--- src/rtl/seg_scan_ctrl.sv ---
// seg_scan_ctrl: time-multiplexed scan controller for common-anode 7-segment digits.
// Double-buffered image, one digit per slot, blanking guard at the start of every slot.
module seg_scan_ctrl #(
    parameter int NUM_DIGITS   = 4,
    parameter int REFRESH_DIV  = 1000,
    parameter int BLANK_CYCLES = 2
) (
    input  logic                    clk,
    input  logic                    rst,
    input  logic                    load,
    input  logic [4*NUM_DIGITS-1:0] value_in,
    input  logic [NUM_DIGITS-1:0]   dp_in,
    input  logic [NUM_DIGITS-1:0]   en_in,
    output logic [3:0]              nib,
    output logic [NUM_DIGITS-1:0]   dig_sel,
    output logic                    dp_n,
    output logic                    frame_tick
);

    localparam int CW = $clog2(REFRESH_DIV);
    localparam int IW = $clog2(NUM_DIGITS);

    localparam logic [CW-1:0] DIV_LAST   = CW'(REFRESH_DIV - 1);
    localparam logic [CW-1:0] BLANK_LAST = CW'(BLANK_CYCLES - 1);
    localparam logic [IW-1:0] IDX_LAST   = IW'(NUM_DIGITS - 1);

    typedef enum logic {
        BLANK = 1'b0,
        SHOW  = 1'b1
    } state_t;

    state_t                  state_q, state_d;
    logic [CW-1:0]           div_cnt_q, div_cnt_d;
    logic [IW-1:0]           idx_q, idx_d;
    logic                    frame_tick_q, frame_tick_d;
    logic [4*NUM_DIGITS-1:0] pend_val_q, pend_val_d;
    logic [NUM_DIGITS-1:0]   pend_dp_q, pend_dp_d;
    logic [NUM_DIGITS-1:0]   pend_en_q, pend_en_d;
    logic [4*NUM_DIGITS-1:0] shd_val_q, shd_val_d;
    logic [NUM_DIGITS-1:0]   shd_dp_q, shd_dp_d;
    logic [NUM_DIGITS-1:0]   shd_en_q, shd_en_d;

    logic slot_end;
    logic frame_end;

    // Slot timing, digit index and blank/show sequencing.
    always_comb begin
        div_cnt_d = div_cnt_q + CW'(1);
        idx_d     = idx_q;
        state_d   = state_q;
        slot_end  = (div_cnt_q == DIV_LAST);
        frame_end = slot_end && (idx_q == IDX_LAST);
        if (slot_end) begin
            div_cnt_d = '0;
            idx_d     = (idx_q == IDX_LAST) ? '0 : idx_q + IW'(1);
        end
        unique case (state_q)
            BLANK: if (div_cnt_q == BLANK_LAST) state_d = SHOW;
            SHOW:  if (slot_end) state_d = BLANK;
            default: state_d = BLANK;
        endcase
        frame_tick_d = frame_end;
    end

    // Pending buffer takes every load; shadow is swapped in only at frame boundaries
    // so a frame is always drawn from one consistent image.
    always_comb begin
        pend_val_d = pend_val_q;
        pend_dp_d  = pend_dp_q;
        pend_en_d  = pend_en_q;
        shd_val_d  = shd_val_q;
        shd_dp_d   = shd_dp_q;
        shd_en_d   = shd_en_q;
        if (frame_end) begin
            shd_val_d = pend_val_q;
            shd_dp_d  = pend_dp_q;
            shd_en_d  = pend_en_q;
        end
        if (load) begin
            pend_val_d = value_in;
            pend_dp_d  = dp_in;
            pend_en_d  = en_in;
        end
    end

    // State registers.
    always_ff @(posedge clk or posedge rst) begin
        if (rst) begin
            state_q      <= BLANK;
            div_cnt_q    <= '0;
            idx_q        <= '0;
            frame_tick_q <= 1'b0;
            pend_val_q   <= '0;
            pend_dp_q    <= '0;
            pend_en_q    <= '0;
            shd_val_q    <= '0;
            shd_dp_q     <= '0;
            shd_en_q     <= '0;
        end else begin
            state_q      <= state_d;
            div_cnt_q    <= div_cnt_d;
            idx_q        <= idx_d;
            frame_tick_q <= frame_tick_d;
            pend_val_q   <= pend_val_d;
            pend_dp_q    <= pend_dp_d;
            pend_en_q    <= pend_en_d;
            shd_val_q    <= shd_val_d;
            shd_dp_q     <= shd_dp_d;
            shd_en_q     <= shd_en_d;
        end
    end

    // Display drive: nibble presented through blanking so the decoder settles early.
    always_comb begin
        nib        = shd_val_q[{idx_q, 2'b00} +: 4];
        dp_n       = !((state_q == SHOW) && shd_dp_q[idx_q]);
        frame_tick = frame_tick_q;
        for (int i = 0; i < NUM_DIGITS; i++) begin
            dig_sel[i] = !((state_q == SHOW) && (idx_q == IW'(i)) && shd_en_q[i]);
        end
    end

endmodule

--- config.mk ---
export PLATFORM = sky130hd
export DESIGN_NAME = seg_scan_ctrl
export DESIGN_NICKNAME = d
export VERILOG_FILES = /design/src/rtl/seg_scan_ctrl.sv
export SDC_FILE = /design/constraint.sdc
export NUM_CORES = 1
export LEC_CHECK = 0
export ABC_AREA = 1
export ABC_CLOCK_PERIOD_IN_PS = 3110
export CORE_ASPECT_RATIO = 1.25
export CORE_MARGIN = 2
export CORE_UTILIZATION = 30
export CTS_CLUSTER_DIAMETER = 150
export CTS_CLUSTER_SIZE = 24
export DETAILED_ROUTE_END_ITERATION = 10
export DONT_BUFFER_PORTS = 1
export SYNTH_ARGS = -nofsm -noshare
export SYNTH_HDL_FRONTEND = slang
export SYNTH_SLANG_ARGS = --single-unit
--- constraint.sdc ---
create_clock -name clk -period 3.11 [get_ports clk]
set_clock_uncertainty 0.15 [all_clocks]
set_input_delay 0.7775 -clock clk [delete_from_list [all_inputs] [get_ports clk]]
set_output_delay 0.7775 -clock clk [all_outputs]
set_load 0.03 [all_outputs]
### Word level (Yosys, flattened, before mapping)

Index checks and enable logic that the tools add are counted.

* bits in registers: 62
* input port bits: 27
* output and inout port bits: 10
* logic and storage cells: 43

* add/sub/neg operators: 2
* magnitude comparators: 1
* equal/unequal tests: 5
* shift operators: 1
* multiplexer cells: 7
* bitwise operators: 1
* reduce and logical (&&, ||, !) cells: 16

Operator list (number)
* 16-bit by 5-bit variable part select with 4-bit output: 1
* 10-bit by 1-bit adder with 10-bit output (second input constant): 1
* 10-bit by 1-bit equality test with 1-bit output (second input constant): 1
* 10-bit equality test (second input constant): 1
* 1-bit logical AND: 10
* 10-bit 2-to-1 mux: 1
* 1-bit zero test: 5
* 2-bit equality test (second input constant): 2
* 2-bit by 3-bit < comparator with 1-bit output (second input constant): 1
* 1-bit 2-to-1 mux: 3
* 2-bit by 1-bit adder with 2-bit output (second input constant): 1
* 1-bit binary-select mux with 2-bit select: 1
* 2-bit by 1-bit equality test with 1-bit output (second input constant): 1
* 2-bit zero test: 1
* 2-bit 2-to-1 mux: 1
* 1-bit case mux with 2 select lines: 1
* 1-bit NOT: 1

### Longest topological paths before layout

Gate-level depths: netlist (run 1).

* word-level depth: 4
* gate-level depth with buffers: 7
* depth with buffers taken out: 7

### Worst setup path before layout (run 1)

Ideal clock, no wire load.

* kind: register to output
* start: register idx_q[0]
* end: output nib[0]
* arrival time: 1.350 ns
* data required time: 2.183 ns
* setup slack: 0.833 ns
* cell stages (with the launch flop): 5
* path buffers: 1
* cells stage by stage: dfrtp_1 inv_1 clkbuf_1 o21ai_0 o22ai_1

* longest elaborated chain between the ends: 1

RTL lines
* start, declared: line 34 `logic [IW-1:0] idx_q, idx_d;`
* start signal, assigned: line 102 `idx_q <= idx_d;`
* 16-bit by 5-bit variable part select with 4-bit output: line 115 `nib = shd_val_q[{idx_q, 2'b00} +: 4];`
* end, declared: line 14 `output logic [3:0] nib,`

No other way between the ends.

### Final worst setup path (run 1)

* start: register idx_q[0]
* end: output dig_sel[3]

* longest elaborated chain between the ends: 4

RTL lines
* 2-bit equality test: line 119 `dig_sel[i] = !((state_q == SHOW) && (idx_q == IW'(i)) && shd_en_q[i]);`
* 1-bit logical AND (2 in a row): line 119
* 1-bit zero test: line 119
* end, declared: line 15 `output logic [NUM_DIGITS-1:0] dig_sel,`

No other way between the ends.

==> results of run 1 <==
[final cells by class]
cell class | instances | area (sq um)
clock inverter | 1 | 5.00
sequential | 62 | 1550
multi-input combinational | 196 | 1110
timing repair buffer | 8 | 72.6
clock buffer | 13 | 270
inverter | 15 | 56.3
tap | 123 | 154
fill | 933 | 5900
[critical path: cells and delay by family, from the launching register on]
family | cells | cell delay [ps]
adders and majority gates | 1 | 460
and+or+nand+nor | 1 | 390
DFF | 1 | 550
[per-stage QoR]
step	instances	util, %	setup WS [ps]
2_1_floorplan	287	-	641
3_3_place_gp	404	32.3	836
3_5_place_dp	404	32.3	796
4_1_cts	418	35.3	441
5_1_grt	418	35.3	286
6_report	418	35.3	456
[flip-flops by register name, indices dropped and copies added, names as in the netlist, 2 cells and up]
name and flops:
pend_val_q 16, shd_dp_q 4, shd_en_q 4, idx_q 2
shd_val_q 16, div_cnt_q 10, pend_dp_q 4, pend_en_q 4
[cell usage in the layout, fill, tap and decap left out]
cell type and instances:
nor3_4 1, o21ai_0 13, clkinv_2 1, clkbuf_16 9, mux2_2 24, nor2_2 2, nand4_1 25, inv_1 14
ha_1 6, nor2_1 32, nand2_2 1, nand3_1 9, buf_4 7, inv_2 1, nand4_2 1, nand2_1 72
xor2_1 2, o22ai_1 5, dfrtp_1 62, buf_12 1, a21oi_1 3, clkbuf_8 3, clkbuf_1 1
[synthesized netlist by cell type (all sizes together)]
cell type,count
nand2,73
ha,6
nor3,1
o21ai,13
nand3,9
xor2,2
mux2,24
inv,15
o22ai,5
dfrtp,62
clkbuf,3
a21oi,3
nor2,34
buf,11
nand4,26
[layer usage]
| metal | vias to the layer above | share of wire [%] |
|---|---|---|
| met5 | - | 0 |
| met4 | 0 | 3.2 |
| met3 | 16 | 4.7 |
| met2 | 53 | 50 |
| met1 | 946 | 42 |
| li1 | 974 | - |
[cell families after synthesis]
logic type | count (synthesis) | synth area share [%]
AOI/OAI and AO/OA | 21 | 3.97
DFF | 62 | 55.3
buffers and inverters | 29 | 5.08
adders and majority gates | 6 | 2.67
and+or+nand+nor | 143 | 22.8
xor gates and xnor gates | 2 | 0.624
muxes | 24 | 9.63
[worst paths after layout]
path                                  to  slack, ps
setup / recovery              dig_sel[3]        460
hold / removal              div_cnt_q[2]        240
setup reg to reg            shd_val_q[6]        910
hold reg to reg              shd_dp_q[1]        320
max in group asynchronous  pend_val_q[6]       2290
min in group clk             shd_dp_q[1]        320
[power by group through the flow]
stage / registers (mW) / clock network [mW] / logic [mW]
floorplan: 0.864 / 0 / 0.0497
global placement: 0.871 / 0 / 0.0535
detailed placement: 0.872 / 0 / 0.0551
CTS: 0.858 / 0.943 / 0.0554
global route: 0.861 / 0.978 / 0.0600
finish: 0.858 / 0.916 / 0.0530
==> run metrics, run 1 <==
max-slew violations 0; drt first pass iters 5; antenna-violating nets left 0; switch share 19.9%; Pwr Density 567 nW/um^2; total congestion overflow 0; Seq cells post-synth 62; Cells after Synth 287; GRT busiest layer met2; layout cells sized above 1 17.3%; maximum root-to-sink buffer count 2; Worst Max-Slew Pin Slew 667 ps; final hold violations 0; Worst VDD drop 0.000264 V; Final Cell Area 3220 sq um; IO buf count 0; DIE HEIGHT 112 um; top-area cell type share of the netlist area 55.3%; Post-CTS Setup Bufs 0; Critical Path RT 2180 ps; largest net degree at the start of global routing 63; HP Class in2async; Unique masters post-synth 20; first-pass GRT wire length 10,100 um; Ant. Diodes 0; nets 325; Initial Util 30.8%; H-tree levels 3; setup TNS 0 ps; crit path from idx_q[0]; Vias/cell 4.76; Inserted Clock Buffers 9; vias in the first global route 2,023; Syn Area/Cell 9.78 sq um; final wirelength 6050 um; Synth Cell Area 2810 sq um; io pins 37; Internal 1.46 mW; largest cells by area after synthesis dfrtp_1 (55%), nand2_1 (9.6%), mux2_2 (9.6%); full die area 10,200 sq um; critical path, cell by cell ha_1 -> nand3_1; met1 Track Usage GR 14.5%; startpoint types flip-flop; DRC Markers 0; clk root buf clkbuf_16; CTS tree built; CP Capture Type output port; Final Power 1.83 mW; Achievable Freq 377 MHz; combinational power share 2.9%; antenna violations before repair 0; Clk pin slew, worst setup/hold paths 50 ps; WS Path Type reg2out; hold-fix buffers at CTS 0; Crit Path Max Fanout 14; GR Layer Usage met2 21.1%; die width 90.5 um; yosys warns 0; crit-path max cell delay 550 ps; post-synth top area cell dfrtp_1; detailed router's first-iteration violation count 145; hold slack 241 ps; Clock Sinks 62; Tcrit/Tclk final 85.3%; GR Util All Layers 12.8%; post-detail-place hpwl 4310 um; Slew HR 55.4%; Seq/Total Area, Yosys 55.3%; final setup fails 0; Area growth, synth to finish 14.8%; Final min period 2650 ps; Post-DP Area 2950 sq um; grt met3 use 4.43%; syn nets 320; Critical Path AT 1730 ps; routability congestion estimate 0.861; placeable core area 9130 sq um; WL per Instance 14.5 um; reg2reg start idx_q[0]; Seq pwr share 47.0%; RSZ-0062 raised after global routing false; status finished clean; Pleak 1.59 nW; PostCTS Resize Cnt 0; Psw 0.364 mW; Max Cap Viol 0; clock share of power 50.1%; Worst Reg-to-Reg Cells 4; Vias 1,989; Slowest cell on crit path dfrtp_1; # rows 39; Worst-Skew Late Latency 330 ps
Power figures use the tool's default switching activity.
==> run 2: changes to the inputs <==
CTS_BUF_LIST = sky130_fd_sc_hd__clkbuf_2   (was default)
==> run 2 against run 1 <==
Net effect:
- combinational power hardly changed
- highest routed layer unchanged
- routed wire length is 0.28% higher
- cell count is 0.24% higher
- cell area is 6.4% lower
- register-to-register slack worse by 20 ps
- count of clock-buffer cells in the layout is 3 lower
- worst hold slack worse by 210 ps
- global-route usage hardly changed
- non-clock buffer count stayed put
==> run metrics, run 2 (synthesis gave the netlist of run 1 again) <==
Inserted Clock Buffers 9 (unchanged); CP Capture Type output port; Final min period 2890 ps (+233 ps); max-slew violations 0 (unchanged); Initial Util 30.8% (unchanged); startpoint types flip-flop; GR Util All Layers 12.9% (+0.014 points); detailed router's first-iteration violation count 120 (-17%); final hold violations 0 (unchanged); vias in the first global route 2,027 (+0.20%); status finished clean; H-tree levels 3 (unchanged); final setup fails 0 (unchanged); Achievable Freq 346 MHz (-8.1%); Pwr Density 423 nW/um^2 (-25%); Crit Path Max Fanout 14 (unchanged); fill count 960 (+2.9%); Setup WS pre-CTS 796 ps (unchanged); RSZ-0062 raised after global routing false; biggest regs pend_val_q (16), shd_val_q (16), div_cnt_q (10); hold slack 30.0 ps (-211 ps); HP Class in2async; reg-to-reg endpoint shd_val_q[6]; Clk pin slew, worst setup/hold paths 160 ps (+110 ps); IO buf count 0 (unchanged); # rows 39 (unchanged); routability congestion estimate 0.861 (unchanged); Reg2Reg Setup Slack 890 ps (-20 ps); total congestion overflow 0 (unchanged); slack of the critical path 223 ps (-233 ps); first-pass GRT wire length 10,100 um (-0.74%); hold-fix buffers at CTS 0 (unchanged); antenna violations before repair 1 (+1); die width 90.5 um (unchanged); multi-input logic area 1110 sq um (unchanged); Worst VDD drop 0.000171 V (-35%); Vias/cell 4.77 (+0.21%); DRC Markers 0 (unchanged); WL per Instance 14.5 um (about the same); Clock Sinks 62 (unchanged); Vias 1,998 (+0.45%); Pleak 1.50 nW (-5.5%); Max Cap Viol 0 (unchanged); Critical Path AT 1960 ps (+230 ps); PostCTS Resize Cnt 0 (unchanged); CTS tree built; Post-CTS Setup Bufs 0 (unchanged); post-detail-place hpwl 4310 um (unchanged); drt first pass iters 4 (-1); Area growth, synth to finish 7.44%; Tcrit/Tclk final 92.8% (+7.5 points); maximum root-to-sink buffer count 2 (unchanged); antenna-violating nets left 0 (unchanged); placeable core area 9130 sq um (unchanged); reg2reg start idx_q[0]; Register Area 1550 sq um (unchanged); setup TNS 0 ps (unchanged); nets 325 (unchanged); WS Path Type reg2out; commonest non-fill, non-tap cell in the layout nand2_1; io pins 37 (unchanged); Worst Reg-to-Reg Cells 4 (unchanged); layout cells sized above 1 16.6% (-0.68 points); largest net degree at the start of global routing 63 (unchanged); Worst Max-Slew Pin Slew 657 ps (-9.72 ps); clk root buf clkbuf_2; Slowest cell on crit path dfrtp_1; full die area 10,200 sq um (unchanged); Slew HR 56.1% (+0.65 points); final wirelength 6070 um (+0.28%); DIE HEIGHT 112 um (unchanged); Worst-Skew Late Latency 520 ps (+190 ps); crit-path max cell delay 590 ps (+40 ps); Critical Path RT 2180 ps (about the same); critical path, cell by cell ha_1 -> nand3_1; most frequent cells in the layout nand2_1 (72), dfrtp_1 (62), nor2_1 (32)
## run 2: cell count changes in the layout (fill, tap and decap cells not counted)
| cell | before | now |
|---|---|---|
| clkbuf_2 | 0 | 10 |
| clkbuf_16 | 9 | 0 |
| clkbuf_8 | 3 | 0 |
| clkinv_1 | 0 | 3 |
| clkbuf_1 | 1 | 0 |
| diode_2 | 0 | 1 |
## run 2: report_power, final
group          internal (mW)  switching, mW  total [mW]
combinational         0.0308         0.0219      0.0527
clock                 0.0909          0.277       0.368
sequential             0.837         0.0185       0.856
## run 2: area by class of cell
type                       instances  area share, %
inverter                          15           1.87
timing repair buffer               8           2.41
multi-input combinational        196           36.9
clock inverter                     4          0.539
tap                              123           5.10
clock buffer                      10           1.66
sequential                        62           51.4
antenna                            1         0.0830
## run 2: through the flow
step	instances	instance area [sq um]	total power [mW]	utilization, %
final	419	3020	1.28	33.1
after global routing	419	3020	1.34	33.1
after CTS	418	3010	1.30	33.0
after detailed placement	404	2950	0.927	32.3
after global placement	404	2950	0.925	32.3
after floorplan	287	2810	0.913	-
## run 2: critical path, delay by kind of cell, from the launching register on
kind                     cells  cell delay [ps]
adder cells (fa/ha/maj)      1              470
flip-flops                   1              590
AND/OR/NAND/NOR              1              390
## run 2: worst max path at each step
| stage | cells after the start | start | to |
|---|---|---|---|
| CTS | 4 | idx_q[0] | nib[2] |
| global placement | 2 | idx_q[0] | dig_sel[3] |
| detailed placement | 4 | idx_q[0] | nib[2] |
| floorplan | 1 | rst | div_cnt_q[0] |
| global route | 4 | idx_q[0] | dp_n |
| finish | 2 | idx_q[0] | dig_sel[3] |
## run 2: routing by layer
metal  GRT usage, %  up-vias  part of all wire [%]
met2           21.3       55                    51
met5              0        -                     0
met1           14.3      951                    41
met3           4.23       18                   4.8
met4           8.00        0                   3.5
li1               -      974                     -
==> run 3: changes to the inputs <==
CELL_PAD_IN_SITES_DETAIL_PLACEMENT = 1   (was default)
CELL_PAD_IN_SITES_GLOBAL_PLACEMENT = 2   (was default)
PLACE_DENSITY_LB_ADDON = 0.1   (was default)
==> run 3 against run 2 <==
Net effect:
- sequential share of layout area shrank 0.65 points
- non-clock buffer count increased by 2
- register-to-register slack improved by 170 ps
- count of clock-buffer cells in the layout is 1 higher
- largest cell class unchanged
- clock power up 24%
- fmax up 1.1%
==> run metrics, run 3 (synthesis gave the netlist of run 1 again) <==
critical path, cell by cell inv_1 -> ha_1 -> nand3_1; detailed router's first-iteration violation count 71 (-41%); final wirelength 6760 um (+11%); Critical Path RT 2180 ps (about the same); grt met3 use 3.49% (-0.74 points); io pins 37 (unchanged); vias in the first global route 2,283 (+13%); routability congestion estimate 0.737 (-14%); total congestion overflow 0 (unchanged); met1 Track Usage GR 18.1% (+3.9 points); most frequent cells in the layout nand2_1 (72), dfrtp_1 (62), nor2_1 (32); PostCTS Resize Cnt 0 (unchanged); post-detail-place hpwl 4750 um (+10%); Pleak 1.52 nW (+1.4%); H-tree levels 3 (unchanged); Post-DP Area 2960 sq um (+0.51%); hold-fix buffers at CTS 0 (unchanged); Final Power 1.37 mW (+7.0%); GR Util All Layers 14.9% (+2.1 points); Worst Max-Slew Pin Slew 605 ps (-52.6 ps); GRT busiest layer met2; placeable core area 9130 sq um (unchanged); Inserted Clock Buffers 9 (unchanged); Reg2Reg Setup Slack 1060 ps (+170 ps); reg2reg start div_cnt_q[0]; RSZ-0062 raised after global routing false; antenna violations before repair 0 (-1); Slowest cell on crit path dfrtp_1; WS Path Type reg2out; Max Cap Viol 0 (unchanged); CTS tree built; IO buf count 0 (unchanged); crit-path max cell delay 610 ps (+20 ps); Worst VDD drop 0.000211 V (+23%); first-pass GRT wire length 11,800 um (+17%); Achievable Freq 350 MHz (+1.1%); layout cells sized above 1 17.5% (+0.90 points); Crit Path Max Fanout 14 (unchanged); Tcrit/Tclk final 91.8% (-1.0 points); CP Capture Type output port; startpoint types flip-flop; full die area 10,200 sq um (unchanged); final hold violations 0 (unchanged); nets 327 (+0.62%); Ant. Diodes 0 (-1); Area growth, synth to finish 8.82%; Critical Path AT 1930 ps (-30 ps); Final Cell Area 3060 sq um (+1.3%); Clk pin slew, worst setup/hold paths 160 ps (about the same); drt first pass iters 4 (unchanged); status finished clean; Post-CTS Setup Bufs 0 (unchanged); commonest non-fill, non-tap cell in the layout nand2_1; # rows 39 (unchanged); die width 90.5 um (unchanged); Core Util, Final 33.5% (+0.43 points); WL per Instance 16.1 um (+11%); Initial Util 30.8% (unchanged); antenna-violating nets left 0 (unchanged); Setup WS pre-CTS 754 ps (-42.2 ps); setup TNS 0 ps (unchanged); Vias/cell 4.79 (+0.41%); Pwr Density 447 nW/um^2 (+5.6%); Clock Sinks 62 (unchanged); reg-to-reg endpoint div_cnt_q[9]; Worst-Skew Late Latency 470 ps (-50 ps); DRC Markers 0 (unchanged); slack of the critical path 254 ps (+31.5 ps); Slew HR 59.6% (+3.6 points); HP Class in2async; clk root buf clkbuf_2; DIE HEIGHT 112 um (unchanged); Final min period 2860 ps (-31.5 ps); biggest regs pend_val_q (16), shd_val_q (16), div_cnt_q (10); largest net degree at the start of global routing 40 (-37%); Vias 2,011 (+0.65%); GR Layer Usage met2 25.1% (+3.8 points); max-slew violations 0 (unchanged); final setup fails 0 (unchanged); maximum root-to-sink buffer count 2 (unchanged); Worst Reg-to-Reg Cells 7 (+3)
## run 3: cell count changes in the layout (fill, tap and decap cells not counted), sizes merged
cell / previous run / this run
buf: 8 / 10
bufinv: 0 / 1
clkbuf: 10 / 11
clkinv: 4 / 2
diode: 1 / 0
## run 3: area by class of cell
type / instances / area [sq um]
Fill cell: 1096 / 6070
Sequential cell: 62 / 1550
Multi-Input combinational cell: 196 / 1110
Tap cell: 123 / 154
Timing Repair Buffer: 10 / 87.6
Inverter: 15 / 56.3
Clock buffer: 11 / 55.1
Clock inverter: 3 / 37.5
## run 3: where the power goes
group          leakage (nW)  total (mW)  switching, mW  internal, mW
sequential            0.792       0.855         0.0170         0.837
clock                0.0630       0.458          0.278         0.180
combinational         0.666      0.0536         0.0230        0.0306
## run 3: per-stage QoR
step                std cells  hold slack [ps]
floorplan                 287              294
global placement          406              315
detailed placement        406              320
CTS                       420             36.1
global route              420             44.4
finish                    420             71.6
## run 3: worst max path at each step
stage / start / endpoint / slack (ps) / cells past startpoint
finish: idx_q[0] / dig_sel[2] / 250 / 3
global route: idx_q[0] / dig_sel[2] / 60 / 3
CTS: idx_q[0] / dp_n / 160 / 4
detailed placement: idx_q[0] / dig_sel[2] / 750 / 3
global placement: idx_q[0] / dig_sel[2] / 790 / 3
floorplan: rst / div_cnt_q[0] / 640 / 1
## run 3: worst max-delay path: cells and delay by family (launching register included)
family / cells / cell delay (ps)
adder cells (fa/ha/maj): 1 / 280
flip-flops: 1 / 610
buffers and inverters: 1 / 300
AND/OR/NAND/NOR: 1 / 270
## run 3: per-layer routing
layer  share of wire, %  up-vias
met2                 50       26
met4                2.0        0
li1                   -      981
met3                3.1       10
met5                  0        -
met1                 45      994
